--- config.mk ---
export PLATFORM = sky130hd
export DESIGN_NAME = idt_cfg_ctrl
export DESIGN_NICKNAME = d
export VERILOG_FILES = /design/src/rtl/idt_cfg_ctrl.sv
export SDC_FILE = /design/constraint.sdc
export NUM_CORES = 1
export LEC_CHECK = 0
export CORE_MARGIN = 5
export CORE_UTILIZATION = 40
export DETAILED_ROUTE_END_ITERATION = 12
export REMOVE_ABC_BUFFERS = 1
export SLEW_MARGIN = 20
export SYNTH_ARGS = -nofsm -noshare
export SYNTH_HDL_FRONTEND = slang
export SYNTH_SLANG_ARGS = --single-unit
--- constraint.sdc ---
create_clock -name osc_clk -period 2.8 [get_ports osc_clk]
set_input_delay 0.28 -clock osc_clk [delete_from_list [all_inputs] [get_ports osc_clk]]
set_output_delay 0.28 -clock osc_clk [all_outputs]
set_load 0.01 [all_outputs]
--- src/rtl/idt_cfg_ctrl.sv ---
// -----------------------------------------------------------------------------
// idt_cfg_ctrl
//
// Serial programming controller for an IDT clock synthesizer. A 24-bit
// configuration word {C[1:0],TTL,F[1:0],S[2:0],V[8:0],R[6:0]} is shifted out
// MSB first on idt_data/idt_sclk. A load strobe follows, then a fixed wait
// while the PLL locks. Completion is reported with a one-cycle cfg_done pulse
// and a sticky cfg_valid flag.
//
// Optional build macro: IDT_CFG_AUTO_EN
//   When defined, the first cycle after reset is released behaves as an
//   accepted request carrying DEFAULT_CFG, whatever cfg_req is doing.
//   When undefined, the block only leaves IDLE on cfg_req.
//
// Clocking/reset: single clock osc_clk (rising edge), synchronous
// active-high reset osc_reset. All outputs are driven straight from flops,
// so idt_sclk/idt_data/idt_strobe are glitch-free at the synthesizer pins.
// -----------------------------------------------------------------------------
module idt_cfg_ctrl #(
  parameter int unsigned CLK_DIV     = 2,          // osc_clk cycles per sclk half-period (1..255)
  parameter int unsigned LOCK_WAIT   = 1024,       // osc_clk cycles of PLL lock wait (1..65535)
  parameter logic [23:0] DEFAULT_CFG = 24'h2B0404  // power-up configuration word
) (
  input  logic        osc_clk,
  input  logic        osc_reset,
  input  logic        cfg_req,
  input  logic [23:0] cfg_word,
  output logic        cfg_busy,
  output logic        cfg_done,
  output logic        cfg_valid,
  output logic        idt_sclk,
  output logic        idt_data,
  output logic        idt_strobe
);

  typedef enum logic [1:0] {
    IDLE   = 2'd0,
    SHIFT  = 2'd1,
    STROBE = 2'd2,
    WAIT   = 2'd3
  } state_e;

  // Terminal counts. The divider only counts one half-period; a separate
  // phase bit selects the low/high half, so 2*CLK_DIV never has to fit in
  // the 8-bit divider.
  localparam logic [7:0]  DIV_LAST  = 8'(CLK_DIV - 1);
  localparam logic [4:0]  BIT_LAST  = 5'd23;
  localparam logic [15:0] WAIT_LAST = 16'(LOCK_WAIT - 1);

  // ---------------------------------------------------------------------------
  // State and datapath registers
  // ---------------------------------------------------------------------------
  state_e      state_q,    state_d;
  logic [23:0] shift_q,    shift_d;
  logic [4:0]  bit_cnt_q,  bit_cnt_d;
  logic [7:0]  div_cnt_q,  div_cnt_d;
  logic        phase_q,    phase_d;     // 0: sclk-low half, 1: sclk-high half
  logic [15:0] wait_cnt_q, wait_cnt_d;

  // Registered outputs and their next values
  logic busy_q,   busy_d;
  logic done_q,   done_d;
  logic valid_q,  valid_d;
  logic sclk_q,   sclk_d;
  logic data_q,   data_d;
  logic strobe_q, strobe_d;

  // Request source: either the external port or the post-reset auto start
  logic        start;
  logic [23:0] start_word;

  logic half_end;    // last cycle of the current sclk half-period
  logic period_end;  // last cycle of a full bit (or strobe) period

`ifdef IDT_CFG_AUTO_EN
  logic auto_q;

  // Remember that reset was active last cycle; it is high for exactly the
  // first cycle after reset is released, which becomes the auto request.
  always_ff @(posedge osc_clk) begin
    auto_q <= osc_reset;
  end

  assign start      = cfg_req | auto_q;
  assign start_word = auto_q ? DEFAULT_CFG : cfg_word;
`else
  assign start      = cfg_req;
  assign start_word = cfg_word;
`endif

  assign half_end   = (div_cnt_q == DIV_LAST);
  assign period_end = half_end & phase_q;

  // Next-state, counter and output decode for the four-state sequencer
  always_comb begin
    // NOTE: every signal written here gets a default first; a path that
    // leaves one unassigned would infer a latch.
    state_d    = state_q;
    shift_d    = shift_q;
    bit_cnt_d  = bit_cnt_q;
    div_cnt_d  = div_cnt_q;
    phase_d    = phase_q;
    wait_cnt_d = wait_cnt_q;
    valid_d    = valid_q;
    done_d     = 1'b0;

    unique case (state_q)
      IDLE: begin
        // Requests are only looked at here, so anything arriving while busy
        // is dropped rather than queued.
        if (start) begin
          state_d    = SHIFT;
          shift_d    = start_word;
          bit_cnt_d  = '0;
          div_cnt_d  = '0;
          phase_d    = 1'b0;
          valid_d    = 1'b0;
        end
      end

      SHIFT: begin
        if (half_end) begin
          div_cnt_d = '0;
          phase_d   = ~phase_q;
          if (phase_q) begin
            // End of a bit: advance to the next one, or hand off to the
            // strobe after bit 0 has been clocked out.
            shift_d = {shift_q[22:0], 1'b0};
            if (bit_cnt_q == BIT_LAST) begin
              state_d   = STROBE;
              bit_cnt_d = '0;
            end else begin
              bit_cnt_d = bit_cnt_q + 5'd1;
            end
          end
        end else begin
          div_cnt_d = div_cnt_q + 8'd1;
        end
      end

      STROBE: begin
        // The strobe reuses the bit-period timing: 2*CLK_DIV cycles.
        if (half_end) begin
          div_cnt_d = '0;
          phase_d   = ~phase_q;
          if (period_end) begin
            state_d    = WAIT;
            wait_cnt_d = '0;
          end
        end else begin
          div_cnt_d = div_cnt_q + 8'd1;
        end
      end

      WAIT: begin
        if (wait_cnt_q == WAIT_LAST) begin
          state_d    = IDLE;
          wait_cnt_d = '0;
          done_d     = 1'b1;
          valid_d    = 1'b1;
        end else begin
          wait_cnt_d = wait_cnt_q + 16'd1;
        end
      end

      default: begin
        state_d = IDLE;
      end
    endcase

    // Outputs are computed from the next state so that, once registered,
    // they line up exactly with the state they describe.
    busy_d   = (state_d != IDLE);
    sclk_d   = (state_d == SHIFT) & phase_d;
    data_d   = (state_d == SHIFT) & shift_d[23];
    strobe_d = (state_d == STROBE);
  end

  // State, counters and registered outputs, with synchronous reset
  always_ff @(posedge osc_clk) begin
    // NOTE: sequential state is assigned with <= only, so every flop samples
    // the pre-edge values regardless of statement order.
    if (osc_reset) begin
      state_q    <= IDLE;
      shift_q    <= DEFAULT_CFG;
      bit_cnt_q  <= '0;
      div_cnt_q  <= '0;
      phase_q    <= 1'b0;
      wait_cnt_q <= '0;
      busy_q     <= 1'b0;
      done_q     <= 1'b0;
      valid_q    <= 1'b0;
      sclk_q     <= 1'b0;
      data_q     <= 1'b0;
      strobe_q   <= 1'b0;
    end else begin
      state_q    <= state_d;
      shift_q    <= shift_d;
      bit_cnt_q  <= bit_cnt_d;
      div_cnt_q  <= div_cnt_d;
      phase_q    <= phase_d;
      wait_cnt_q <= wait_cnt_d;
      busy_q     <= busy_d;
      done_q     <= done_d;
      valid_q    <= valid_d;
      sclk_q     <= sclk_d;
      data_q     <= data_d;
      strobe_q   <= strobe_d;
    end
  end

  assign cfg_busy   = busy_q;
  assign cfg_done   = done_q;
  assign cfg_valid  = valid_q;
  assign idt_sclk   = sclk_q;
  assign idt_data   = data_q;
  assign idt_strobe = strobe_q;

endmodule
Yosys cells after proc, flatten, opt, wreduce, memory -nomap -nowiden. Index checks and enable logic that the tools add are counted.

$add $sub $neg: 3. Equal/unequal tests: 14. Multiplexer cells: 31. Bitwise gates (word level): 5. Reduce and logical (&&, ||, !) cells: 12.

Operators by type and width (count): $mux W24 (3); $mux W16 (3); $pmux W24 S2 (1); $pmux W16 S2 (1); $mux W5 (4); $add A16 B1 Y16 const B (1); $eq A16 B10 Y1 const B (1); $mux W8 (2); $pmux W8 S2 (1); $mux W2 (7); $ne A2 B2 Y1 const B (6); $pmux W5 S2 (1); $reduce_bool A2 Y1 (5); $add A8 B1 Y8 const B (1); $eq A8 B1 Y1 const B (1); $pmux W2 S4 (1); $eq A2 B2 Y1 const B (3); $reduce_and A3 Y1 (2); $add A5 B1 Y5 const B (1); $eq A5 B5 Y1 const B (1); $mux W1 (5); $eq A2 B1 Y1 const B (2); $pmux W1 S2 (2); $reduce_and A4 Y1 (1); other kinds (5) (9).

Flip-flop bits (word level): 62. Input bits: 27. Output and inout bits: 6.

Depth between registers and ports, before layout.
Word-level depth: 7. Depth in mapped cells: 11.

Least setup slack after synthesis. Ideal clock, no wire load.

Path kind: reg-to-reg. From: register div_cnt_q[0]. To: register wait_cnt_q[13]. Arrival time: 2.097 ns. Setup slack: 0.633 ns. Stages on the path, launching flop included: 11. Period minus slack after synthesis: 2.167 ns. Cells stage by stage: dfxtp_1 -> ha_1 -> nor4b_2 -> nand2_1 -> inv_1 -> ha_1 -> a41o_1 -> buf_2 -> nand2_1 -> or4_1 -> a21oi_1.

Cells in the longest elaborated chain, start to end: 4.

RTL lines: from (decl) (RTL line 56) `logic [7:0] div_cnt_q, div_cnt_d;`; from (signal assigned) (RTL line 200) `div_cnt_q <= div_cnt_d;`; $eq A8 B1 Y1 (*) (RTL line 91) `assign half_end = (div_cnt_q == DIV_LAST);`; $and A1 B1 Y1 (RTL line 92) `assign period_end = half_end & phase_q;`; $ne A2 B2 Y1 (no source line); $reduce_and A3 Y1 (no source line) (*); to (signal assigned) (RTL line 202) `wait_cnt_q <= wait_cnt_d;`; to (decl) (RTL line 58) `logic [15:0] wait_cnt_q, wait_cnt_d;`.

Every way passes the cells marked *; elsewhere a longest branch is shown, timed or not. A chain may end at the register's enable or synchronous reset.

Worst setup path in the final report. Ends and elaborated chain as after synthesis.

==> impl_metrics.toml <==
[synth]
ys_types = 52
synthFlopType = "dfxtp_1"
synth_cells = 329
synth.most_common_cell = "dfxtp_1"
synth_top_cells_by_count = "62 x dfxtp_1, 50 x nor2_1, 20 x nand2_1, 18 x a221oi_1, 15 x a21oi_1"
synthTopCellsByArea = "dfxtp_1 41%, nor2_1 6.2%, a221oi_1 5.2%"
syn_avg_cell_area_sq_um = 9.26
yosysTopAreaCell = "dfxtp_1"
yosysTopAreaCellShare_pct = 40.7
ys_async_sr_fraction_pct = 0
ys_warn_count = 0
ys_ff_latch = 62
synth_edf_count = 0
synth-seq-area-share_pct = 40.7
synth_area_sq_um = 3050

[floorplanning]
floorplan.die_area_sq_um = 9470
core-area_sq_um = 7330
die_w_um = 97.3
num_io_pins = 33
die_y_um = 97.3
start_util_pct = 41.6
rows = 31

[clock_network]
cts_resized = 0
cts_buffer_depth = 2
postCtsSetupBuffers = 0
clkLatencyLatePin_ns = 0.33
cts_tree = "done"
ctsHtreeMaxLevel = 3
path_clk_slew_ns = 0.07
cts_root_buf = "clkbuf_8"
cts_inserted_buffers = 9
cts_sinks = 62
postCtsHoldBufs = 0

[sta]
setup_ws_ns = 0.353
worstMarginPinSlew_ns = 0.539
rsz0062_at_grt = "false"
maxSlewViolCount = 0
slew_headroom_pct = 63.9
period_needed_ns = 2.45
final.setup_skew_ns = 0.00871
post-route-period-util_pct = 87.4
hold_violations = 0
fin_setup_tns_ns = 0
setup_viol = 0
fmax_mhz = 409

[drt]
antenna_left = 0
drc = 0
wl_per_cell_um = 14.0
dr_total_vias = 2482
drt_iter0_drc = 85
via_per_inst = 5.36
totalWireLength_um = 6480
drt_pass1_iterations = 4

[global_route]
grt-busiest-layer = "met2"
antenna_found_initial = 0
met3_usage_pct = 4.67
grt_max_degree = 30
met1_usage_pct = 18.7
grt_pass1_wl_um = 11600
grt_use_total_pct = 14.6
grtUsageMet2_pct = 23.1
grt-ovfl-total = 0
grt_pass1_vias = 2458

[run_status]
run_status = "completed"

[final_layout]
finalNonFillerCells = 463
drive_above_1_share_pct = 14.8
diodes = 0
nNetsFinal = 396
fillers = 693
synthToLayoutAreaGrowth_pct = 20.6

[flow_run]
cap_violations = 0

[worst_setup_path]
r2r_slack_ns = 0.35
crit_start = "div_cnt_q[0]"
regToRegStartpoint = "div_cnt_q[0]"
crit_family = "simple AND/OR/NAND/NOR gates"
crit_type = "flip-flop to flip-flop"
setup.worst_path.end_class = "flip-flop"
cp.depth = 9
crit_chain = "ha_1 > nor4b_2 > nand2_1 > inv_1 > ha_1 > a41o_1 > nand2_1 > or4_1 > a21oi_1"
required_ns = 3.06
worstPathArrival_ns = 2.71
startpoint_type = "flip-flop"
slowest_stage = "or4_1"
r2r_cells = 9
crit_buf_inv = 1
cpPeakStageDelay_ns = 0.47
crit_fanout = 8

[hold_path]
hold_depth = 2
hold_path.class = "primary input to flip-flop"
min_from = "osc_reset"

[pwr]
ir_worst_vdd_v = 0.000392
leakage_nw = 1.32
power_density_nw_per_um2 = 585
p_total_mw = 2.15

[placement]
port_buffers = 32
finalWeightedCongestion = 0.824
hpwl_um = 4450
dp_cells = 448
pre_cts_slack_ns = 0.346
## power breakdown
part	switching, mW	internal [mW]	total, mW
Combinational	0.175	0.137	0.312
Clock	0.329	0.542	0.871
Sequential	0.0319	0.935	0.967
Total	0.536	1.61	2.15
## flip-flops by register name, summed over array words and instances, names as in the netlist
signal,count
wait_cnt_q,16
cfg_busy,1
idt_strobe,1
bit_cnt_q,5
div_cnt_q,8
cfg_valid,1
phase_q,1
cfg_done,1
idt_data,1
state_q,2
shift_q,24
idt_sclk,1
## placed cells by master, fill, tap and decap left out, types with 3 or more instances in the layout
master           netlist  layout
a21oi_1               15      15
a221oi_1              18      18
a221oi_2               5       5
buf_4                  4       9
clkbuf_8               0      11
clkdlybuf4s50_1        0      31
dfxtp_1               62      62
ha_1                   9       9
inv_1                  7       7
nand2_1               20      20
nand3_1                9       9
nand4_1                9       9
nand4b_1               3       3
nor2_1                50      50
nor2b_1                6       6
nor3_1                 9       9
nor3_2                14      14
o21ai_1                5       4
o21bai_1               6       6
xnor2_1                9       9
xor2_1                10      10
## final timing paths
check / endpoint
worst min-delay path: shift_q[0]
worst max register to register: wait_cnt_q[13]
worst min register to register: shift_q[0]
worst max-delay path: wait_cnt_q[13]
## metrics by stage
stage / cell area, sq um / hold WS (ns) / util (%)
2_1_floorplan: 2940 / 0.349 / -
3_3_place_gp: 3450 / 0.442 / 47.1
3_5_place_dp: 3450 / 0.449 / 47.1
4_1_cts: 3670 / 0.388 / 50.1
5_1_grt: 3670 / 0.425 / 50.1
6_report: 3670 / 0.396 / 50.1
## per-layer routing
layer | part of all wire (%) | vias to the layer above
met4 | 1.2 | 0
met5 | 0 | -
met1 | 49 | 1166
met2 | 45 | 45
met3 | 5.3 | 9
li1 | - | 1262
## cell families (layout without fill, tap and decap cells)
kind of cell	after synthesis	count (layout)	synth area share (%)
DFF	62	62	40.7
AOI/OAI and AO/OA	66	66	18.4
buffers and inverters	28	63	4.31
xor gates and xnor gates	19	19	5.46
and+or+nand+nor	145	145	27.4
adders and majority gates	9	9	3.69
## cell type report
cell class	instances	area (sq um)	area share [%]
timing repair buffer	41	383	10.4
tap	99	124	3.37
clock buffer	11	151	4.12
clock inverter	4	70.1	1.91
sequential	62	1240	33.8
inverter	7	26.3	0.715
multi-input combinational	239	1680	45.7
(Power assumes the default switching activity.)
